## config.mk

```make
export PLATFORM = sky130hd
export DESIGN_NAME = cc_line_serializer
export DESIGN_NICKNAME = d
export VERILOG_FILES = /design/src/rtl/cc_line_serializer.sv
export SDC_FILE = /design/constraint.sdc
export NUM_CORES = 1
export LEC_CHECK = 0
export ABC_AREA = 1
export CAP_MARGIN = 20
export CORE_MARGIN = 2
export CORE_UTILIZATION = 40
export CTS_BUF_LIST = sky130_fd_sc_hd__clkbuf_4 sky130_fd_sc_hd__clkbuf_8
export DETAILED_ROUTE_END_ITERATION = 8
export GPL_ROUTABILITY_DRIVEN = 0
export PLACE_DENSITY = 0.76
export SKIP_LAST_GASP = 1
export SLEW_MARGIN = 0
export SYNTH_ARGS = -nofsm -noshare
export SYNTH_HDL_FRONTEND = slang
export SYNTH_SLANG_ARGS = --single-unit
```

## constraint.sdc

```tcl
create_clock -name clk -period 3.8 [get_ports clk]
set_input_delay 0.57 -clock clk [delete_from_list [all_inputs] [get_ports clk]]
set_output_delay 0.57 -clock clk [all_outputs]
set_load 0.05 [all_outputs]
```

## src/rtl/cc_line_serializer.sv

```systemverilog
// Line-FIFO consumer: pops one cache line and replays it as DATA_WIDTH beats on a valid/ready channel.
// Optional macro CC_SER_WRAP_EN enables critical-word-first (wrap-order) beat issue from the head's start_ofs field.
module cc_line_serializer #(
    parameter int LINE_WIDTH = 512,
    parameter int DATA_WIDTH = 64,
    localparam int BEATS     = LINE_WIDTH / DATA_WIDTH,
    localparam int BEAT_LG2  = $clog2(BEATS)
) (
    input  logic                           clk,
    input  logic                           rst,
    input  logic                           fifo_empty_i,
    input  logic [LINE_WIDTH+BEAT_LG2-1:0] fifo_rdata_i,
    output logic                           fifo_rden_o,
    output logic                           rvalid_o,
    input  logic                           rready_i,
    output logic [DATA_WIDTH-1:0]          rdata_o,
    output logic                           rlast_o,
    output logic [BEAT_LG2-1:0]            rbeat_o,
    output logic                           busy_o
);

    typedef enum logic {
        IDLE = 1'b0,
        SEND = 1'b1
    } state_t;

    localparam logic [BEAT_LG2-1:0] LAST_CNT = BEAT_LG2'(BEATS - 1);
    localparam logic [BEAT_LG2-1:0] CNT_ONE  = BEAT_LG2'(1);

    state_t                               state_q, state_d;
    logic [BEATS-1:0][DATA_WIDTH-1:0]     line_q;
    logic [BEAT_LG2-1:0]                  start_q, start_d;
    logic [BEAT_LG2-1:0]                  cnt_q;
    logic [BEAT_LG2-1:0]                  beat;
    logic                                 last_beat;
    logic                                 handshake;
    logic                                 pop;

`ifdef CC_SER_WRAP_EN
    assign start_d = fifo_rdata_i[LINE_WIDTH +: BEAT_LG2];
`else
    // Offset field is carried by the FIFO but deliberately ignored in this build.
    logic unused_ofs;
    assign unused_ofs = ^fifo_rdata_i[LINE_WIDTH +: BEAT_LG2];
    assign start_d    = '0;
`endif

    always_comb begin
        // NOTE: every signal driven here gets a default first, so no path can infer a latch.
        state_d     = state_q;
        pop         = 1'b0;
        beat        = start_q + cnt_q;
        last_beat   = (cnt_q == LAST_CNT);
        handshake   = (state_q == SEND) && rready_i;
        rvalid_o    = (state_q == SEND);
        busy_o      = (state_q == SEND);
        rlast_o     = (state_q == SEND) && last_beat;
        rbeat_o     = beat;
        rdata_o     = line_q[beat];

        unique case (state_q)
            IDLE: begin
                pop = ~fifo_empty_i;
                if (pop) state_d = SEND;
            end
            SEND: begin
                // Refill on the final handshake so consecutive lines stream without a bubble.
                if (handshake && last_beat) begin
                    pop     = ~fifo_empty_i;
                    state_d = pop ? SEND : IDLE;
                end
            end
            default: state_d = IDLE;
        endcase

        if (rst) pop = 1'b0;
        fifo_rden_o = pop;
    end

    always_ff @(posedge clk) begin
        // NOTE: sequential state uses non-blocking assignments so all registers update from pre-edge values.
        if (rst) begin
            state_q <= IDLE;
            // NOTE: the line register is reset (it is a flop bank, not a RAM) so rdata_o reads zero out of reset.
            line_q  <= '0;
            start_q <= '0;
            cnt_q   <= '0;
        end else begin
            state_q <= state_d;
            if (pop) begin
                line_q  <= fifo_rdata_i[LINE_WIDTH-1:0];
                start_q <= start_d;
                cnt_q   <= '0;
            end else if (handshake) begin
                cnt_q   <= cnt_q + CNT_ONE;
            end
        end
    end

endmodule
```

==> qor.txt <==
==========================================================================================
Setup_tns                                                                             0 ps
Count of clock tree sinks                                                              516
Starting DRC count in detailed routing                                                1815
Net count of the finished layout                                                      4908
Total nets after synthesis                                                            4409
Effective utilization at floorplan                                                   40.3%
Run status                                                                    finished, final reports clean
Number of buffers added to fix hold violations after cts                                 0
Wire length of the first global-routing pass                                     119000 um
Die height                                                                          247 um
PD cells                                                                       427 mW/mm^2
Worst relative slew slack                                                            33.1%
DRC violations left                                                                      0
Remaining global-route overflow                                                          0
Fraction of power consumed by sequential logic                                       42.4%
I/O pin cnt                                                                            590
Die Width                                                                           247 um
Total number of vias                                                                 24000
Seq/Total Area, Yosys                                                                43.7%
# resized after CTS                                                                      0
HPWL after detailed placement                                                     54200 um
Final std cells w/o fill                                                              5250
Transition time at the pin with the least slew margin                              1000 ps
Clock edge transition at the registers on the reported setup and hold paths          50 ps
Cell at the slowest stage of the critical path                                sky130_fd_sc_hd__buf_12
Minimum clock period                                                               3370 ps
Maximum number of pins on one net before global-route repair                           159
Start-to-end type of the worst setup path                                     flip-flop to primary output
Final-report hold violation count                                                        0
Highest clock rate                                                                 297 MHz
FF/Latch Area                                                                  0.0103 mm^2
Total routing usage reported by global routing                                       25.1%
Number of antenna violations at the first check in global routing                       26
Combinational group share of total power                                             16.7%
CTS Root Buffer Type                                                          sky130_fd_sc_hd__clkbuf_8
Unrepaired setup endpoints after global routing                                      false
Number of global-route vias before repair                                            21600
Crit path launch type                                                            flip-flop
CTS tree                                                                              done
Count of state elements after synthesis                                                516
Overall routed net length                                                         79200 um
Share of layout cells above drive strength 1                                         5.97%
Buffers inserted during post-CTS setup optimization                                      0
Die Area                                                                       0.0610 mm^2
Warning count from the yosys run                                                         0
Hold Crit Class                                                               flip-flop to flip-flop
Layout-stage area growth over the synthesis result                                   38.1%
P_int                                                                              10.2 mW
Number of CTS-inserted buffers                                                          92
Ratio of final minimum period to clock period                                        88.7%
Placeable core area                                                            0.0587 mm^2
Crit path DAT                                                                      2800 ps
Synthesized cell area                                                          0.0236 mm^2
Leading cell types in the layout, fill and taps excluded                      2374 x sky130_fd_sc_hd__nand2_1, 521 x sky130_fd_sc_hd__clkdlybuf4s50_1, 515 x sky130_fd_sc_hd__inv_1, 513 x sky130_fd_sc_hd__dfxtp_1, 258 x sky130_fd_sc_hd__nand3_1
Number of H-tree levels                                                                  3
Switching power summed over all nets                                               3.76 mW
Count of mapped cells out of synthesis                                                3888
Placed insts                                                                          5066
Clock power frac                                                                     40.9%
Setup-violating endpoint count in the final report                                       0
Crit path required time                                                            3230 ps
Row count                                                                               89
Critical-path cell list                                                       buf_12 > nand2_1 > nand3_1 > nand2_1 > nand2_1 > nand2_1 > buf_12
Yosys cell types                                                                        18
Deepest clock path buffer count                                                          3
Critical Path Fanout Max                                                               158
Routed length per placed instance                                                  15.1 um
Leakage Power                                                                      16.6 nW
Count of buffers from port buffering                                                   586
Reported max-cap violation count                                                         0
Initial DRT Pass Iterations                                                              7
ANT nets after route                                                                     0
Worst ir drop on vdd                                                              0.291 mV
Number of max-slew violations in the final report                                        0
Most frequent standard cell in the layout excluding fill and tap cells        sky130_fd_sc_hd__nand2_1
Max incr delay on CP                                                                450 ps
Critical path endpoint category                                               primary output
Insertion delay of the later-clocked pin in the worst-skew pair                     660 ps
Avg Inst Size Synth                                                              6.08 um^2
Average vias per placed instance                                                      4.56
Area of the multi-input gates                                                  0.0103 mm^2
Worst setup skew after layout                                                      23.8 ps
# fillers                                                                             5642
Most frequent CP cell                                                         sky130_fd_sc_hd__nand2_1
Fraction of power spent switching nets                                               27.0%
==========================================================================================
## worst max-delay path: cells and delay by family, from the launching register on
family | cells | cell delay (ps)
flip-flops | 1 | 410
AND/OR/NAND/NOR | 5 | 760
buffers and inverters | 2 | 640
## kinds of logic (layout without fill, tap and decap cells)
family	Yosys count	count (layout)	share of synthesized area, %
buf+inv	730	1296	12.7
simple gates	2636	2636	43.4
flops	516	516	43.7
fa+ha+maj	2	2	0.106
compound gates	3	3	0.0635
xor+xnor	1	1	0.0371
other cells	0	23	0
## per-stage QoR
step	total power, mW	hold WS, ps	setup WS [ps]	area, um^2	util (%)
after floorplan	7.15	419	1390	23600	-
after global placement	8.30	427	1080	30500	52.0
after detailed placement	8.33	432	1070	30500	52.0
after CTS	14.1	366	332	32600	55.5
after global routing	14.6	403	296	32600	55.6
final	13.9	443	429	32600	55.6
## final timing paths
| path | startpoint | end | slack [ps] | cells past startpoint |
|---|---|---|---|---|
| worst min-delay path | line_q[227] | line_q[227] | 440 | 2 |
| worst min register to register | line_q[227] | line_q[227] | 440 | 2 |
| worst max register to register | cnt_q[1] | line_q[454] | 1260 | 10 |
| worst max-delay path | cnt_q[0] | rdata_o[9] | 430 | 7 |
## routing by layer
metal / up-vias / GRT usage, % / part of all wire, %
met3: 184 / 4.75 / 7.8
met2: 854 / 37.6 / 43
met4: 6 / 11.3 / 4.0
met5: - / 0 / 0.057
li1: 12300 / - / -
met1: 10600 / 34.8 / 45
## power by group through the flow
stage | Clock (mW) | Sequential, mW | Combinational (mW)
finish | 5.71 | 5.91 | 2.32
detailed placement | 0 | 6.02 | 2.31
CTS | 5.83 | 5.91 | 2.32
global route | 6.07 | 5.95 | 2.54
floorplan | 0 | 5.99 | 1.17
global placement | 0 | 6.01 | 2.29
## layout make-up
| class | instances | share of cell area, % |
|---|---|---|
| repair buffers | 616 | 21.3 |
| clock buffers | 148 | 5.78 |
| inverters | 519 | 6.02 |
| clock inverters | 13 | 0.537 |
| flip-flops and latches | 516 | 31.7 |
| diodes | 23 | 0.176 |
| well taps | 773 | 2.96 |
| multi-input cells | 2642 | 31.5 |
## flip-flops by register name, summed over array words and instances, names as in the netlist
signal,flops
line_q,512
cnt_q,3
busy_o,1
## cells in the mapped netlist
| cell type | number | area share (%) |
|---|---|---|
| sky130_fd_sc_hd__nand2_1 | 2374 | 38 |
| sky130_fd_sc_hd__inv_2 | 2 | 0.032 |
| sky130_fd_sc_hd__buf_2 | 126 | 2.7 |
| sky130_fd_sc_hd__nor2_1 | 1 | 0.016 |
| sky130_fd_sc_hd__buf_1 | 19 | 0.30 |
| sky130_fd_sc_hd__clkbuf_4 | 3 | 0.095 |
| sky130_fd_sc_hd__clkbuf_1 | 39 | 0.62 |
| sky130_fd_sc_hd__inv_1 | 517 | 8.2 |
| sky130_fd_sc_hd__nor2_8 | 1 | 0.085 |
| sky130_fd_sc_hd__ha_1 | 2 | 0.11 |
| sky130_fd_sc_hd__a21oi_1 | 3 | 0.064 |
| sky130_fd_sc_hd__buf_6 | 1 | 0.048 |
| sky130_fd_sc_hd__nand3_1 | 258 | 5.5 |
| sky130_fd_sc_hd__dfxtp_1 | 516 | 44 |
| sky130_fd_sc_hd__xor2_1 | 1 | 0.037 |
| sky130_fd_sc_hd__nand2_4 | 1 | 0.048 |
| sky130_fd_sc_hd__nand2_2 | 1 | 0.026 |
| sky130_fd_sc_hd__buf_4 | 23 | 0.73 |
Note: power is estimated with default switching activity, not from simulation.
